**src/rtl/plot_arbiter_if.sv**
```systemverilog
// Shared VGA write port bundle: two box-plot requesters on one side, the
// adapter pixel port and status on the other.
interface plot_arbiter_if;
   logic       hold;
   logic       p_req;
   logic [7:0] p_x;
   logic [6:0] p_y;
   logic [2:0] p_colour;
   logic       c_req;
   logic [7:0] c_x;
   logic [6:0] c_y;
   logic [2:0] c_colour;
   logic       p_ack;
   logic       c_ack;
   logic       busy;
   logic [7:0] vga_x;
   logic [6:0] vga_y;
   logic [2:0] vga_colour;
   logic       vga_plot;

   modport slave (
      input  hold, p_req, p_x, p_y, p_colour, c_req, c_x, c_y, c_colour,
      output p_ack, c_ack, busy, vga_x, vga_y, vga_colour, vga_plot
   );

   modport master (
      output hold, p_req, p_x, p_y, p_colour, c_req, c_x, c_y, c_colour,
      input  p_ack, c_ack, busy, vga_x, vga_y, vga_colour, vga_plot
   );
endinterface

```
**src/rtl/plot_arbiter.sv**
```systemverilog
// Round-robin arbiter between the player and CPU box plotters; rasterises the
// granted box into single-pixel writes on the VGA adapter port.
module plot_arbiter #(
   parameter int unsigned BOX_W = 4,
   parameter int unsigned BOX_H = 2
) (
   input  logic           clk,
   input  logic           resetn,
   plot_arbiter_if.slave  bus
);

   localparam logic [1:0] S_IDLE = 2'd0;
   localparam logic [1:0] S_DRAW = 2'd1;
   localparam logic [1:0] S_DONE = 2'd2;

   localparam logic ID_P = 1'b0;
   localparam logic ID_C = 1'b1;

   localparam logic [2:0] DX_LAST = 3'(BOX_W - 1);
   localparam logic [2:0] DY_LAST = 3'(BOX_H - 1);

   logic [1:0] state_q, state_d;
   logic [2:0] dx_q, dx_d;
   logic [2:0] dy_q, dy_d;
   logic [7:0] bx_q, bx_d;
   logic [6:0] by_q, by_d;
   logic [2:0] col_q, col_d;
   logic       gid_q, gid_d;
   logic       last_q, last_d;
   logic [7:0] vx_q, vx_d;
   logic [6:0] vy_q, vy_d;
   logic [2:0] vc_q, vc_d;
   logic       plot_q, plot_d;
   logic       gnt_c;

   // Next-state, latch and pixel-output computation
   always_comb begin
      state_d = state_q;
      dx_d    = dx_q;
      dy_d    = dy_q;
      bx_d    = bx_q;
      by_d    = by_q;
      col_d   = col_q;
      gid_d   = gid_q;
      last_d  = last_q;
      vx_d    = vx_q;
      vy_d    = vy_q;
      vc_d    = vc_q;
      plot_d  = 1'b0;
      gnt_c   = ID_P;

      case (state_q)
         S_IDLE: begin
            if (!bus.hold && (bus.p_req || bus.c_req)) begin
               // On a tie the requester that did not go last wins
               if (bus.p_req && bus.c_req) begin
                  gnt_c = ~last_q;
               end else begin
                  gnt_c = bus.c_req ? ID_C : ID_P;
               end
               gid_d   = gnt_c;
               bx_d    = (gnt_c == ID_C) ? bus.c_x      : bus.p_x;
               by_d    = (gnt_c == ID_C) ? bus.c_y      : bus.p_y;
               col_d   = (gnt_c == ID_C) ? bus.c_colour : bus.p_colour;
               dx_d    = 3'd0;
               dy_d    = 3'd0;
               vx_d    = bx_d;
               vy_d    = by_d;
               vc_d    = col_d;
               plot_d  = 1'b1;
               state_d = S_DRAW;
            end
         end

         S_DRAW: begin
            if (dx_q == DX_LAST && dy_q == DY_LAST) begin
               state_d = S_DONE;
            end else begin
               if (dx_q == DX_LAST) begin
                  dx_d = 3'd0;
                  dy_d = dy_q + 3'd1;
               end else begin
                  dx_d = dx_q + 3'd1;
               end
               // Sums wrap naturally at the port width
               vx_d   = bx_q + 8'(dx_d);
               vy_d   = by_q + 7'(dy_d);
               vc_d   = col_q;
               plot_d = 1'b1;
            end
         end

         S_DONE: begin
            last_d  = gid_q;
            dx_d    = 3'd0;
            dy_d    = 3'd0;
            state_d = S_IDLE;
         end

         default: begin
            state_d = S_IDLE;
         end
      endcase
   end

   // State and datapath registers
   always_ff @(posedge clk) begin
      if (!resetn) begin
         state_q <= S_IDLE;
         dx_q    <= 3'd0;
         dy_q    <= 3'd0;
         bx_q    <= 8'd0;
         by_q    <= 7'd0;
         col_q   <= 3'd0;
         gid_q   <= ID_P;
         last_q  <= ID_C;
         vx_q    <= 8'd0;
         vy_q    <= 7'd0;
         vc_q    <= 3'd0;
         plot_q  <= 1'b0;
      end else begin
         state_q <= state_d;
         dx_q    <= dx_d;
         dy_q    <= dy_d;
         bx_q    <= bx_d;
         by_q    <= by_d;
         col_q   <= col_d;
         gid_q   <= gid_d;
         last_q  <= last_d;
         vx_q    <= vx_d;
         vy_q    <= vy_d;
         vc_q    <= vc_d;
         plot_q  <= plot_d;
      end
   end

   // Acks and busy decode straight from registered state
   assign bus.p_ack      = (state_q == S_DONE) && (gid_q == ID_P);
   assign bus.c_ack      = (state_q == S_DONE) && (gid_q == ID_C);
   assign bus.busy       = (state_q == S_DRAW) || (state_q == S_DONE);
   assign bus.vga_x      = vx_q;
   assign bus.vga_y      = vy_q;
   assign bus.vga_colour = vc_q;
   assign bus.vga_plot   = plot_q;

endmodule

```
**src/flat_wrapper.sv**
```systemverilog
// flat-port wrapper written by rule: the top's interface ports become plain ports
module plot_arbiter_flat 
#(
   parameter int unsigned BOX_W = 4,
   parameter int unsigned BOX_H = 2
)
  (clk, resetn, bus_hold, bus_p_req, bus_p_x, bus_p_y, bus_p_colour, bus_c_req, bus_c_x, bus_c_y, bus_c_colour, bus_p_ack, bus_c_ack, bus_busy, bus_vga_x, bus_vga_y, bus_vga_colour, bus_vga_plot);
  plot_arbiter_if bus_i ();
  input  logic clk;
  input  logic resetn;
  input wire logic [$bits(bus_i.hold)-1:0] bus_hold;
  input wire logic [$bits(bus_i.p_req)-1:0] bus_p_req;
  input wire logic [$bits(bus_i.p_x)-1:0] bus_p_x;
  input wire logic [$bits(bus_i.p_y)-1:0] bus_p_y;
  input wire logic [$bits(bus_i.p_colour)-1:0] bus_p_colour;
  input wire logic [$bits(bus_i.c_req)-1:0] bus_c_req;
  input wire logic [$bits(bus_i.c_x)-1:0] bus_c_x;
  input wire logic [$bits(bus_i.c_y)-1:0] bus_c_y;
  input wire logic [$bits(bus_i.c_colour)-1:0] bus_c_colour;
  output wire logic [$bits(bus_i.p_ack)-1:0] bus_p_ack;
  output wire logic [$bits(bus_i.c_ack)-1:0] bus_c_ack;
  output wire logic [$bits(bus_i.busy)-1:0] bus_busy;
  output wire logic [$bits(bus_i.vga_x)-1:0] bus_vga_x;
  output wire logic [$bits(bus_i.vga_y)-1:0] bus_vga_y;
  output wire logic [$bits(bus_i.vga_colour)-1:0] bus_vga_colour;
  output wire logic [$bits(bus_i.vga_plot)-1:0] bus_vga_plot;
  assign bus_i.hold = bus_hold;
  assign bus_i.p_req = bus_p_req;
  assign bus_i.p_x = bus_p_x;
  assign bus_i.p_y = bus_p_y;
  assign bus_i.p_colour = bus_p_colour;
  assign bus_i.c_req = bus_c_req;
  assign bus_i.c_x = bus_c_x;
  assign bus_i.c_y = bus_c_y;
  assign bus_i.c_colour = bus_c_colour;
  assign bus_p_ack = bus_i.p_ack;
  assign bus_c_ack = bus_i.c_ack;
  assign bus_busy = bus_i.busy;
  assign bus_vga_x = bus_i.vga_x;
  assign bus_vga_y = bus_i.vga_y;
  assign bus_vga_colour = bus_i.vga_colour;
  assign bus_vga_plot = bus_i.vga_plot;
  plot_arbiter #(.BOX_W(BOX_W), .BOX_H(BOX_H)) u_core (.clk(clk), .resetn(resetn), .bus(bus_i));
endmodule
```
**config.mk**
```make
export PLATFORM = sky130hd
export DESIGN_NAME = plot_arbiter_flat
export DESIGN_NICKNAME = d
export VERILOG_FILES = /design/src/rtl/plot_arbiter_if.sv /design/src/rtl/plot_arbiter.sv /design/src/flat_wrapper.sv
export SDC_FILE = /design/constraint.sdc
export NUM_CORES = 1
export LEC_CHECK = 0
export CAP_MARGIN = 25
export CORE_MARGIN = 10
export CORE_UTILIZATION = 45
export DETAILED_ROUTE_END_ITERATION = 10
export GPL_ROUTABILITY_DRIVEN = 0
export PLACE_DENSITY = 0.7
export SLEW_MARGIN = 25
export SYNTH_ARGS = -nofsm -noshare
export SYNTH_HDL_FRONTEND = slang
export SYNTH_SLANG_ARGS = --single-unit
```
**constraint.sdc**
```tcl
create_clock -name clk -period 3.2 [get_ports clk]
set_input_delay 0.8 -clock clk [delete_from_list [all_inputs] [get_ports clk]]
set_output_delay 0.8 -clock clk [all_outputs]
set_load 0.005 [all_outputs]
```
* Yosys cells after proc, flatten, opt, wreduce, memory -nomap -nowiden *
Cells that the tools add are included.

storage, ports and cells
  bits in registers = 47
  input bits = 41
  output and inout port bits = 22

operators by class
  equal/unequal tests = 7
  $add $sub $neg = 4
  reductions and logical operators = 15
  muxes and demuxes = 33
  bitwise logic cells = 2

operator list
  operator                                                                  number
  3-bit 2-to-1 mux                                                          12
  8-bit 2-to-1 mux                                                          3
  7-bit 2-to-1 mux                                                          3
  3-bit one-hot mux with 3 select lines                                     2
  8-bit one-hot mux with 2 select lines                                     1
  7-bit one-hot mux with 2 select lines                                     1
  8-bit by 3-bit adder with 8-bit output                                    1
  7-bit by 3-bit adder with 7-bit output                                    1
  3-bit by 1-bit adder with 3-bit output (second input constant)            2
  1-bit 2-to-1 mux                                                          6
  3-bit one-hot mux with 2 select lines                                     1
  3-bit AND reduction                                                       2
  1-bit logical AND                                                         5
  2-bit 2-to-1 mux                                                          2
  2-bit by 1-bit inequality test with 1-bit output (second input constant)  2
  2-bit one-hot mux with 2 select lines                                     1
  2-bit AND reduction                                                       2
  3-bit by 1-bit == test with 1-bit output (second input constant)          1
  3-bit by 2-bit == test with 1-bit output (second input constant)          1
  3-bit nonzero test                                                        1
  2-bit by 1-bit == test with 1-bit output (second input constant)          1
  2-bit == test (second input constant)                                     1
  2-bit logical NOT                                                         1
  1-bit logical OR                                                          2
  other kinds (5)                                                           6

* Logic depth before layout (Yosys ltp) *
  depth in word-level cells = 7
  depth in mapped cells = 11
  depth with buffers taken out = 11

* Least setup slack after synthesis *
OpenSTA, ideal clock, no wires.

  path type = reg-to-reg
  from = register u_core.dx_q[0]
  to = register u_core.vy_q[5] (netlist: u_core.bus.vga_y[5])
  clock period less this slack = 2.310 ns
  stages on the path, launching flop included = 10
  buffers on the path = 0
  library setup time = 0.117 ns
  slack = 0.890 ns
  arrival time = 2.192 ns
  cells stage by stage = dfxtp_1 > ha_1 > nand2b_1 > o21ai_0 > ha_1 > a211o_1 > o2111ai_1 > xor2_1 > nand2_1 > a32o_1

between the ends
  word-level cells in the longest chain between the ends = 7
  elaborated cells between the ends (all ways) = 10
  those cells by class = 1 x add/sub; 2 x eq/ne; 5 x mux; 2 x reduce/logical

ends and longest elaborated chain
  what                                          RTL line                                text
  from (decl)                                   plot_arbiter.sv:23                      logic [2:0] dx_q, dx_d;
  from (signal assigned)                        plot_arbiter.sv:110                     dx_q <= 3'd0;
  from (signal assigned)                        plot_arbiter.sv:123                     dx_q <= dx_d;
  3-bit by 2-bit == test with 1-bit output (*)  plot_arbiter.sv:76, plot_arbiter.sv:79
  3-bit 2-to-1 mux                              plot_arbiter.sv:79                      if (dx_q == DX_LAST) begin
  3-bit 2-to-1 mux                              plot_arbiter.sv:76                      if (dx_q == DX_LAST && dy_q == DY_LAST) begin
  3-bit 2-to-1 mux                              plot_arbiter.sv:52                      case (state_q)
  7-bit by 3-bit adder with 7-bit output        plot_arbiter.sv:87                      vy_d = by_q + 7'(dy_d);
  7-bit 2-to-1 mux                              plot_arbiter.sv:76
  7-bit one-hot mux with 2 select lines         plot_arbiter.sv:52
  to (signal assigned)                          plot_arbiter.sv:131                     vy_q <= vy_d;
  to (decl)                                     plot_arbiter.sv:31                      logic [6:0] vy_q, vy_d;

Mark *: on every way between the ends. The rest lies on a longest branch, timed or not. The select of a mux whose other input is x is not followed.
A chain may end at the register's enable or synchronous reset.

* Worst setup path after layout *
  from = register u_core.dx_q[0]
  to = register u_core.vx_q[6] (netlist: u_core.bus.vga_x[6])

between the ends
  word-level cells in the longest chain between the ends = 7
  elaborated cells between the ends (all ways) = 11
  those cells by class = 2 x add/sub; 2 x eq/ne; 5 x mux; 2 x reduce/logical

ends and longest elaborated chain
  what                                                                                                RTL line                                                    text
  3-bit by 1-bit adder with 3-bit output or 3-bit by 2-bit == test with 1-bit output (tied branches)  plot_arbiter.sv:83, plot_arbiter.sv:76, plot_arbiter.sv:79
  3-bit 2-to-1 mux                                                                                    plot_arbiter.sv:79
  3-bit 2-to-1 mux                                                                                    plot_arbiter.sv:76
  3-bit 2-to-1 mux                                                                                    plot_arbiter.sv:52
  8-bit by 3-bit adder with 8-bit output                                                              plot_arbiter.sv:86                                          vx_d = bx_q + 8'(dx_d);
  8-bit 2-to-1 mux                                                                                    plot_arbiter.sv:76
  8-bit one-hot mux with 2 select lines                                                               plot_arbiter.sv:52
  to (signal assigned)                                                                                plot_arbiter.sv:130                                         vx_q <= vx_d;
  to (decl)                                                                                           plot_arbiter.sv:30                                          logic [7:0] vx_q, vx_d;

Several ways; a longest one is shown, not always the timed one. The select of a mux whose other input is x is not followed.

==> results list <==
* Status: complete, no violations
- For this block, wires on met1 add up to 3010 um.
* GRT Util Overall: 0.146
* Number of rows created at floorplan: 27
- Setup TNS: 0 ps
- After synthesis the cells add up to 2670 um2.
- Of all cell types, the one taking the most synthesized area is dfxtp_1.
* Hold WS: 457 ps
* Met3 WL post-DR: 396 um
* Data required time at the worst endpoint: 3440 ps
- Layout Skew: 3.99 ps
* Via count of the routed design: 2,298
- In this run the tightest slew margin relative to its limit is 0.676.
* Number of instances in the synthesized netlist: 296
* Launching element of the worst setup path: u_core.dx_q[0]
- Detailed placement finished with a half-perimeter wire length of 5010 um.
- The largest single stage delay on the critical path is 410 ps.
* H-tree levels: 2
- In this run, synthesis produced a sequential element count of 47.
* Antenna-violating nets left: 0
- CP arrival: 2800 ps
- Top_reg_cell synth: dfxtp_1
- The number of clock buffers added by TritonCTS is 5.
- Maximum number of pins on one net before global-route repair: 37
- Critical hold path startpoint: u_core.bus.vga_y[6]
- Prior to clock tree synthesis, the placed netlist has a worst setup slack of 454 ps.
* Buffers inserted by post-CTS timing repair: 0
- The tool flagged a number of max-cap violations equal to 0.
* Top Ports: 63
- Highest routed metal layer: met4
* Count of placed standard cells including taps: 423
* Max Slew Vio Count: 0
- Class of the most critical hold timing path: reg2reg
- Cts repair resizes: 0
- TritonCTS built the clock tree.
* Number of distinct standard cells referenced by the synthesized netlist: 48
* RR Startpoint: u_core.dx_q[0]
- Static power due to leakage: 1.27 nW
- In this run the worst path has a maximum fanout of 4.
- The first global-routing pass estimated 11,800 um of wire.
* Setup slack, reg-to-reg: 640 ps
- For this run, the post-layout net count is 414.
- Reg2Reg Depth: 11
* Filler-free cell count of the finished design: 431
- Number of vias per cell after detailed routing: 5.33
- Most numerous cell types in the synthesized netlist: dfxtp_1 (47), nor2_1 (44), a21oi_1 (20)
- Hold repair after CTS inserted 0 buffers.
- Port-buffer cells: 62
* Number of clock sinks seen by CTS: 47
- The number of global-route vias before repair came to 2,403.
- The die is 97.0 um wide.
- The worst hold path terminates at u_core.bus.vga_y[6].
- Portion of the clock cycle consumed by the worst path in the final layout: 0.800
* DR iter-0 viols: 66
- The worst path meets setup with 640 ps of slack.
- In the routed design, unresolved DRC markers number 0.
- Library cell contributing the largest single delay on the critical path: fa_1
- Clock transition time at the flip-flop clock pins of the worst setup and hold paths: 90 ps
* Area contributors post-synth: dfxtp_1 (35%), nor2_1 (6.2%), ha_1 (6.1%)
- Die area: 9400 um2
* Launching element type of the critical path: register
- Routed length on met2: 3200 um
* Area fraction of the dominant cell type after synthesis: 0.353
- At the pin with the least slew margin, the transition time is 484 ps.
* WHS Path Cells: 2
- Share of synthesized registers carrying an async set or reset: 0
- Max Buffers Root-to-Sink: 2
- Setup repair after global routing left no endpoint under its margin.
- Max Fclk: 391 MHz
- VDD IR max: 0.000228 V
- Routed wirelength normalized by instance count: 15.5 um
* Synth-to-Final Area Change: 29.3%
- Number of synthesis warnings: 0
- Traced cell by cell, the critical path runs through ha_1, nor2b_1, nor2_1, ha_1, inv_1, fa_1, nor2b_1, o2111ai_1, xor2_1, a211o_1, a21oi_1.
- In this run the standard cell core region covers 5640 um2.
- Destination of the worst register-to-register timing path: u_core.bus.vga_x[6]
- The die is 97.0 um tall.
- Net Count, Synth: 352
- Wires add up to 6670 um.
* Nature of the critical path endpoint: register
- Layout cell share with drive strength beyond 1: 0.111
- For this run, the register share of the synthesized area comes to 0.353.
- Global routing finished with a remaining overflow of 0.
* Initial Utilization: 0.473
- In this run the power density over the cells is 408 nW/um2.
- Mean Syn Cell Area: 9.01 um2
* Number of setup violations in the final report: 0
- The tree is rooted in a clkbuf_8.
- In this run, synthesis inferred 0 flip-flops with an integrated enable.
- Classification of the worst setup path: reg2reg
- The initial antenna violation count came to 0.
- Clock period minus worst slack: 2560 ps
* Dominant cell by count in the synthesized netlist: dfxtp_1
- The clock reaches the later pin of the worst-skew pair after 300 ps.
- For this run, the detailed router's first-pass iteration total came to 4.
- The number of hold-slack violations in the final timing report came to 0.
* Diode insertion count for antenna repair: 0
==> registers in the layout (all words and copies together) (netlist names) <==
name and cells:
u_core.by_q 7, u_core.state_q 2, u_core.dx_q 3, u_core.dy_q 3
u_core.bus.vga_plot 1, u_core.bus.vga_colour 3, u_core.bus.vga_y 7, u_core.gid_q 1
u_core.bus.vga_x 8, u_core.last_q 1, u_core.bx_q 8, u_core.col_q 3
==> how the worst max path moves through the flow <==
stage | end | depth (start not counted)
6_report | u_core.bus.vga_x[6] | 11
5_1_grt | u_core.bus.vga_x[6] | 11
4_1_cts | u_core.bus.vga_x[6] | 11
3_5_place_dp | u_core.state_q[1] | 6
3_3_place_gp | u_core.state_q[1] | 6
2_1_floorplan | u_core.bus.vga_y[5] | 9
==> cell families after synthesis <==
group	after synthesis	synth area share
fa+ha+maj	15	0.0760
simple gates	96	0.174
flops	47	0.353
compound gates	83	0.237
xor+xnor	12	0.0394
buf+inv	25	0.0526
mux	18	0.0685
==> through the flow <==
| step | area, um2 | util | power (W) |
|---|---|---|---|
| floorplan | 2670 | - | 0.000880 |
| global placement | 3350 | 0.593 | 0.00102 |
| detailed placement | 3350 | 0.593 | 0.00103 |
| CTS | 3450 | 0.611 | 0.00142 |
| global route | 3450 | 0.611 | 0.00149 |
| finish | 3450 | 0.611 | 0.00141 |
==> layer usage <==
| metal | track usage | vias to the layer above |
|---|---|---|
| met3 | 0.0383 | 6 |
| met4 | 0.0304 | 0 |
| li1 | - | 1183 |
| met5 | 0 | - |
| met2 | 0.245 | 59 |
| met1 | 0.182 | 1050 |
==> worst max-delay path: cells and delay by family, from the launching register on <==
| kind | cells | cell delay [ps] |
|---|---|---|
| simple gates | 3 | 470 |
| xor+xnor | 1 | 170 |
| compound gates | 3 | 560 |
| flops | 1 | 360 |
| buf+inv | 1 | 60 |
| fa+ha+maj | 3 | 860 |
==> layout make-up <==
type | instances | area [um2]
Clock buffer | 8 | 100
Fill cell | 503 | 2190
Inverter | 10 | 37.5
Multi-Input combinational cell | 224 | 1590
Sequential cell | 47 | 941
Tap cell | 72 | 90.1
Timing Repair Buffer | 70 | 693
==> where the power goes <==
group	switching, W	internal, W
Combinational	0.000172	0.000177
Sequential	0.0000306	0.000632
Clock	0.000199	0.000197
Total	0.000402	0.00101
==> placed cells by master (no fill, tap or decap), types with 4 or more instances in the layout <==
cell type	synthesis	layout
nand3_1	10	10
xor2_1	5	5
buf_4	2	7
a211oi_2	12	12
o21ai_0	15	15
xnor2_1	7	7
nor3_1	5	5
nor2_1	44	44
a21oi_1	20	20
a211oi_1	9	9
nor2b_1	6	6
mux2i_1	16	16
clkdlybuf4s50_1	0	62
inv_1	8	8
a211o_1	4	4
dfxtp_1	47	47
nand2_1	18	18
clkbuf_8	0	7
ha_1	13	13
No activity file was read; power rests on OpenSTA's default activity.
